===== src/rtl/vx_stream_rr_arbiter_pkg.sv =====
// Shared types and helpers for the stream round-robin arbiter.
// State encoding and index-width helper used by all arbiter files.
package vx_stream_rr_arbiter_pkg;

    typedef enum logic [1:0] {
        ARB    = 2'd0,
        HOLD   = 2'd1,
        LOCKED = 2'd2
    } arb_state_t;

    function automatic int log2up(input int n);
        return (n > 1) ? $clog2(n) : 1;
    endfunction

endpackage


===== src/rtl/vx_stream_rr_arbiter_if.sv =====
// Request/response bundle between N requesters and one output stream.
// master drives requests and downstream ready; slave is the arbiter.
interface vx_stream_rr_arbiter_if
    import vx_stream_rr_arbiter_pkg::*;
#(
    parameter int NUM_REQS     = 4,
    parameter int DATAW        = 32,
    parameter int LOG_NUM_REQS = log2up(NUM_REQS)
);
    logic [NUM_REQS-1:0]       valid_in;
    logic [NUM_REQS*DATAW-1:0] data_in;
    logic [NUM_REQS-1:0]       last_in;
    logic [NUM_REQS-1:0]       ready_in;
    logic                      valid_out;
    logic [DATAW-1:0]          data_out;
    logic                      last_out;
    logic [LOG_NUM_REQS-1:0]   sel_out;
    logic                      ready_out;

    modport master (
        output valid_in, data_in, last_in, ready_out,
        input  ready_in, valid_out, data_out, last_out, sel_out
    );

    modport slave (
        input  valid_in, data_in, last_in, ready_out,
        output ready_in, valid_out, data_out, last_out, sel_out
    );
endinterface


===== src/rtl/vx_priority_encoder.sv =====
// Priority encoder: index of lowest set bit (or highest when REVERSE=1).
// valid_out flags that at least one bit is set.
module vx_priority_encoder
    import vx_stream_rr_arbiter_pkg::*;
#(
    parameter int N       = 4,
    parameter int REVERSE = 0,
    parameter int LOGN    = log2up(N)
) (
    input  logic [N-1:0]    data_in,
    output logic [LOGN-1:0] index,
    output logic            valid_out
);
    assign valid_out = |data_in;

    // later hits overwrite earlier ones, so scan from the losing end
    always_comb begin
        index = '0;
        if (REVERSE == 0) begin
            for (int i = N - 1; i >= 0; i--) begin
                if (data_in[i]) index = LOGN'(i);
            end
        end else begin
            for (int i = 0; i < N; i++) begin
                if (data_in[i]) index = LOGN'(i);
            end
        end
    end
endmodule


===== src/rtl/vx_rr_mask_gen.sv =====
// Round-robin mask: marks every requester strictly above the last winner.
// Empty when the pointer sits on the top index, so callers wrap around.
module vx_rr_mask_gen
    import vx_stream_rr_arbiter_pkg::*;
#(
    parameter int N    = 4,
    parameter int LOGN = log2up(N)
) (
    input  logic [LOGN-1:0] ptr,
    output logic [N-1:0]    mask
);
    // one compare per requester against the pointer
    always_comb begin
        mask = '0;
        for (int i = 0; i < N; i++) begin
            mask[i] = (LOGN'(i) > ptr);
        end
    end
endmodule


===== src/rtl/vx_stream_rr_arbiter.sv =====
// Round-robin stream arbiter with optional packet lock.
// A stalled or mid-packet grant is pinned until its beat/packet ends.
module vx_stream_rr_arbiter
    import vx_stream_rr_arbiter_pkg::*;
#(
    parameter int NUM_REQS     = 4,
    parameter int DATAW        = 32,
    parameter int LOCK_PACKET  = 1,
    parameter int LOG_NUM_REQS = log2up(NUM_REQS)
) (
    input logic clk,
    input logic reset_n,
    vx_stream_rr_arbiter_if.slave bus
);
    localparam int L = LOG_NUM_REQS;

    arb_state_t          state_r, state_n;
    logic [L-1:0]        ptr_r, ptr_n;
    logic [L-1:0]        lock_idx_r, lock_idx_n;
    logic [NUM_REQS-1:0] mask, req_masked;
    logic [L-1:0]        idx_masked, idx_raw, sel_arb, g;
    logic                has_masked, has_raw;
    logic                vo, fire, end_pkt;

    vx_rr_mask_gen #(
        .N    (NUM_REQS),
        .LOGN (L)
    ) u_mask (
        .ptr  (ptr_r),
        .mask (mask)
    );

    assign req_masked = bus.valid_in & mask;

    vx_priority_encoder #(
        .N       (NUM_REQS),
        .REVERSE (0),
        .LOGN    (L)
    ) u_enc_masked (
        .data_in   (req_masked),
        .index     (idx_masked),
        .valid_out (has_masked)
    );

    vx_priority_encoder #(
        .N       (NUM_REQS),
        .REVERSE (0),
        .LOGN    (L)
    ) u_enc_raw (
        .data_in   (bus.valid_in),
        .index     (idx_raw),
        .valid_out (has_raw)
    );

    assign sel_arb = has_masked ? idx_masked : idx_raw;
    assign g       = (state_r == ARB) ? sel_arb : lock_idx_r;

    assign vo = reset_n & ((state_r == ARB) ? has_raw
                                            : bus.valid_in[lock_idx_r]);
    assign fire    = vo & bus.ready_out;
    assign end_pkt = fire & (bus.last_in[g] | (LOCK_PACKET == 0));

    assign bus.valid_out = vo;
    assign bus.data_out  = bus.data_in[g*DATAW +: DATAW];
    assign bus.last_out  = bus.last_in[g];
    assign bus.sel_out   = reset_n ? g : '0;

    // one-hot ready back to the granted requester only on a real beat
    always_comb begin
        bus.ready_in = '0;
        for (int i = 0; i < NUM_REQS; i++) begin
            bus.ready_in[i] = (g == L'(i)) & fire;
        end
    end

    // next state: pin grant on stall or open packet, advance ptr on end
    always_comb begin
        state_n    = state_r;
        ptr_n      = ptr_r;
        lock_idx_n = lock_idx_r;
        unique case (state_r)
            ARB: begin
                if (end_pkt) begin
                    ptr_n = g;
                end else if (fire) begin
                    state_n    = LOCKED;
                    lock_idx_n = g;
                end else if (vo) begin
                    state_n    = HOLD;
                    lock_idx_n = g;
                end
            end
            HOLD: begin
                if (end_pkt) begin
                    state_n = ARB;
                    ptr_n   = lock_idx_r;
                end else if (fire) begin
                    state_n = LOCKED;
                end
            end
            LOCKED: begin
                if (end_pkt) begin
                    state_n = ARB;
                    ptr_n   = lock_idx_r;
                end
            end
            default: state_n = ARB;
        endcase
    end

    // state registers; reset drops any lock and favours requester 0
    always_ff @(posedge clk or negedge reset_n) begin
        if (!reset_n) begin
            state_r    <= ARB;
            ptr_r      <= L'(NUM_REQS - 1);
            lock_idx_r <= '0;
        end else begin
            state_r    <= state_n;
            ptr_r      <= ptr_n;
            lock_idx_r <= lock_idx_n;
        end
    end

    // a pinned requester must keep valid until its beat/packet ends
    a_pinned_valid: assert property (
        @(posedge clk) disable iff (!reset_n)
        (state_r != ARB) |-> bus.valid_in[lock_idx_r]
    ) else $warning("arbiter: pinned requester dropped valid");

endmodule


===== src/flat_wrapper.sv =====
// flat-port wrapper written by rule: the top's interface ports become plain ports
module vx_stream_rr_arbiter_flat import vx_stream_rr_arbiter_pkg::*;
#(
    parameter int NUM_REQS     = 4,
    parameter int DATAW        = 32,
    parameter int LOCK_PACKET  = 1,
    parameter int LOG_NUM_REQS = log2up(NUM_REQS)
)
  (clk, reset_n, bus_valid_in, bus_data_in, bus_last_in, bus_ready_out, bus_ready_in, bus_valid_out, bus_data_out, bus_last_out, bus_sel_out);
  vx_stream_rr_arbiter_if #(.NUM_REQS(NUM_REQS), .DATAW(DATAW), .LOG_NUM_REQS(LOG_NUM_REQS)) bus_i ();
  input logic clk;
  input logic reset_n;
  input wire logic [$bits(bus_i.valid_in)-1:0] bus_valid_in;
  input wire logic [$bits(bus_i.data_in)-1:0] bus_data_in;
  input wire logic [$bits(bus_i.last_in)-1:0] bus_last_in;
  input wire logic [$bits(bus_i.ready_out)-1:0] bus_ready_out;
  output wire logic [$bits(bus_i.ready_in)-1:0] bus_ready_in;
  output wire logic [$bits(bus_i.valid_out)-1:0] bus_valid_out;
  output wire logic [$bits(bus_i.data_out)-1:0] bus_data_out;
  output wire logic [$bits(bus_i.last_out)-1:0] bus_last_out;
  output wire logic [$bits(bus_i.sel_out)-1:0] bus_sel_out;
  assign bus_i.valid_in = bus_valid_in;
  assign bus_i.data_in = bus_data_in;
  assign bus_i.last_in = bus_last_in;
  assign bus_i.ready_out = bus_ready_out;
  assign bus_ready_in = bus_i.ready_in;
  assign bus_valid_out = bus_i.valid_out;
  assign bus_data_out = bus_i.data_out;
  assign bus_last_out = bus_i.last_out;
  assign bus_sel_out = bus_i.sel_out;
  vx_stream_rr_arbiter #(.NUM_REQS(NUM_REQS), .DATAW(DATAW), .LOCK_PACKET(LOCK_PACKET), .LOG_NUM_REQS(LOG_NUM_REQS)) u_core (.clk(clk), .reset_n(reset_n), .bus(bus_i));
endmodule

===== config.mk =====
export PLATFORM = sky130hd
export DESIGN_NAME = vx_stream_rr_arbiter_flat
export DESIGN_NICKNAME = d
export VERILOG_FILES = /design/src/rtl/vx_stream_rr_arbiter_pkg.sv /design/src/rtl/vx_stream_rr_arbiter_if.sv /design/src/rtl/vx_priority_encoder.sv /design/src/rtl/vx_rr_mask_gen.sv /design/src/rtl/vx_stream_rr_arbiter.sv /design/src/flat_wrapper.sv
export SDC_FILE = /design/constraint.sdc
export NUM_CORES = 1
export LEC_CHECK = 0
export CORE_AREA = 2 2 69 71
export DETAILED_ROUTE_END_ITERATION = 12
export DIE_AREA = 0 0 71 73
export DONT_BUFFER_PORTS = 1
export PLACE_DENSITY_LB_ADDON = 0.2
export RECOVER_POWER = 25
export SLEW_MARGIN = 25
export SYNTH_ARGS = -nofsm -noshare
export SYNTH_HDL_FRONTEND = slang
export SYNTH_HIERARCHICAL = 1
export SYNTH_SLANG_ARGS = --single-unit

===== constraint.sdc =====
create_clock -name clk -period 3.56 [get_ports clk]
set_input_delay 0.712 -clock clk [delete_from_list [all_inputs] [get_ports clk]]
set_output_delay 0.712 -clock clk [all_outputs]
set_load 0.01 [all_outputs]

==> metrics.md <==
| Metric | Value |
|---|---|
| RD Place Congestion | `1.03` |
| Mapped Area | `1590 µm²` |
| Die extent in x | `71 µm` |
| Fin Hold WS | `0.177 ns` |
| Max frequency | `300 MHz` |
| Relative slew margins | `66.1%` |
| Cells after synthesis | `140` |
| Fin. Hold Viols | `0` |
| CTS resizes | `0` |
| DRC | `0` |
| Setup WS pre-CTS | `0.392 ns` |
| Final setup vio count | `0` |
| First-pass GRT wire length | `8870 µm` |
| Die height | `73 µm` |
| Largest family of logic cells by synthesized area | `multiplexers` |
| Via-to-Cell Ratio | `7.06` |
| Share of layout cells above drive strength 1 | `37.0%` |
| Site Rows | `25` |
| Largest net degree at the start of global routing | `38` |
| Number of global-route vias before repair | `1349` |
| H-tree levels | `1` |
| Post-route cell area | `1700 µm²` |
| Most used DFF post-synth | `dfrtp_1` |
| IO Pins | `179` |
| Crit Path Class | `reg -> out` |
| Initial antenna violation count | `3` |
| Pre-Repair DR Iteration Count | `4` |
| Critical path arrival | `2.62 ns` |
| Setup crit end kind | `primary output` |
| Post-Synth Simple-Gate Area | `15.0%` |
| WL per Instance | `33.9 µm` |
| Synth cell types | `40` |
| Final Max Slew Viols | `0` |
| Tightest Pin Transition | `0.505 ns` |
| Starting Density | `35.1%` |
| Final Power | `1.88 mW` |
| Post-CTS setup buffers | `0` |
| Xor/xnor share of the synthesized area | `0%` |
| Asr flop ratio synth | `100%` |
| RR Startpoint | `u_core/ptr_r[1]` |
| Compound-Gate Fraction of Synth Area | `12.2%` |
| Sequential Area | `153 µm²` |
| Hpwl dp | `5810 µm` |
| FILL cells | `448` |
| Reg2Reg Setup Slack | `0.68 ns` |
| Placed cell areas | `1660 µm²` |
| Clk slew on worst S/H paths | `0.04 ns` |
| TritonCTS Sinks | `6` |
| Worst EP required | `2.85 ns` |
| Adder-cell share of the synthesized area | `3.93%` |
| Seq/Total Area, Yosys | `9.60%` |
| Port buffer count | `0` |
| FF-to-FF End | `u_core/ptr_r[0]` |
| Max Fanout on Critical Path | `37` |
| Yosys reg bits | `6` |
| GRT overflow | `0` |
| Maxcap violations | `0` |
| Count leader, synth | `mux4_2` |
| Worst Skew | `0.00364 ns` |
| Avg Inst Size Synth | `11.4 µm²` |
| Final WS setup | `0.226 ns` |
| Dpl cells | `189` |
| Top-area cell type share of the netlist area | `43.9%` |
| Finished Core Util | `37.5%` |
| Multi-input logic area | `1350 µm²` |
| CP Launch Type | `flip-flop` |
| Iteration-0 DRC count of the detailed router | `83` |
| Final Net Count | `284` |
| Routed wire length | `6540 µm` |
| Clock Latency Late Sink | `0.23 ns` |
| Outcome | `complete, no violations` |
| Cell taking the most area after synthesis | `mux4_2` |
| Core ar. | `4540 µm²` |
| Die area | `5180 µm²` |
| Non-filler cells, final | `193` |
| P per Cell Area | `1110 nW/µm²` |
| HP Class | `in -> async` |
| Post-synth EDFFs | `0` |
| P&R area growth vs syn | `6.85%` |
| Tcrit/Tclk final | `93.7%` |
| Ranking of synthesized cells by area | `mux4_2 44%, dfrtp_1 6.3%, ha_1 3.9%, dfstp_2 3.3%, mux4_1 3.3%` |
| RSZ-0062 raised after global routing | `no` |
| Synth Net Count | `284` |
| Synth cell count leaders | `31 x mux4_2, 11 x nand2_1, 8 x inv_1, 8 x nor2_1, 7 x nor3_1` |
| Total Routing Usage GR | `23.6%` |
| Sum Neg Setup Slack | `0 ns` |
| Min Tclk post-route | `3.33 ns` |
| Multiplexer share of the synthesized area | `53.8%` |
| Clk buf depth | `2` |
| TritonCTS buffer count | `3` |
| CTS tree | `built` |
| Synth warn | `6` |
| Hold_buf cts | `0` |
| Routed Antenna Nets | `0` |
| Leakage | `0.633 nW` |
| Via count | `1362` |
| Clock Tree Root | `clkbuf_8` |
| Worst VDD drop | `0.454 mV` |
| FF-to-FF path depth | `11` |
routing by layer:
metal	share of wire (%)	up-vias	wire (µm)	track usage (%)
li1	-	566	-	-
met1	35	671	2280	27.6
met2	46	105	3030	36.7
met3	17	16	1110	15.2
met4	1.3	4	85	5.45
met5	0.46	-	30	0
layout make-up:
type,instances,area share (%)
tap,54,3.98
inverter,8,1.77
antenna,1,0.147
clock buffer,3,2.43
multi-input combinational,115,79.3
sequential,6,8.98
timing repair buffer,6,3.39
worst max-delay path, cell delays in order, from the launching register on:
cell and delay, ns:
dfstp_1 0.56, nand2_1 0.07, and2_1 0.16, nor2_1 0.14
nand2_1 0.12, mux2i_1 0.20, a21oi_4 0.20, buf_12 0.28
mux4_1 0.66
logic make-up (layout without fill, tap and decap cells):
group	count (synthesis)	after routing
AO/OA/AOI/OAI	23	23
buffers and inverters	19	17
adder cells (fa/ha/maj)	5	5
AND/OR/NAND/NOR	44	44
other	1	2
multiplexers	42	42
flip-flops	6	6
state kept, by name, summed over array words and instances, names as in the netlist:
signal,count
u_core/ptr_r,2
u_core/lock_idx_r,2
u_core/state_r,2
cells in the final DEF (no fill, tap or decap), drive strengths merged, types with 5 or more instances in the layout:
cell,synthesis,final
nor2,8,8
nand2b,5,5
mux2,6,6
inv,8,8
nand2,11,11
buf,10,6
ha,5,5
and2,6,6
nor3,7,7
o21ai,5,5
mux4,33,33
worst max-delay path by stage:
stage / start / to / slack (ns)
floorplan: bus_valid_in[2] / bus_data_out[10] / 0.35
global placement: bus_valid_in[2] / bus_data_out[1] / 0.45
detailed placement: bus_valid_in[2] / bus_data_out[0] / 0.39
CTS: u_core/ptr_r[1] / bus_data_out[0] / 0.25
global route: u_core/ptr_r[1] / bus_data_out[0] / 0.09
finish: u_core/ptr_r[1] / bus_data_out[0] / 0.23
power breakdown:
part | leakage [nW] | total (mW) | switching [mW] | internal, mW
Sequential | 0.0707 | 0.148 | 0.0407 | 0.108
Combinational | 0.541 | 1.63 | 0.865 | 0.761
Clock | 0.0216 | 0.106 | 0.0331 | 0.0730
No activity file was read; power rests on OpenSTA's default activity.
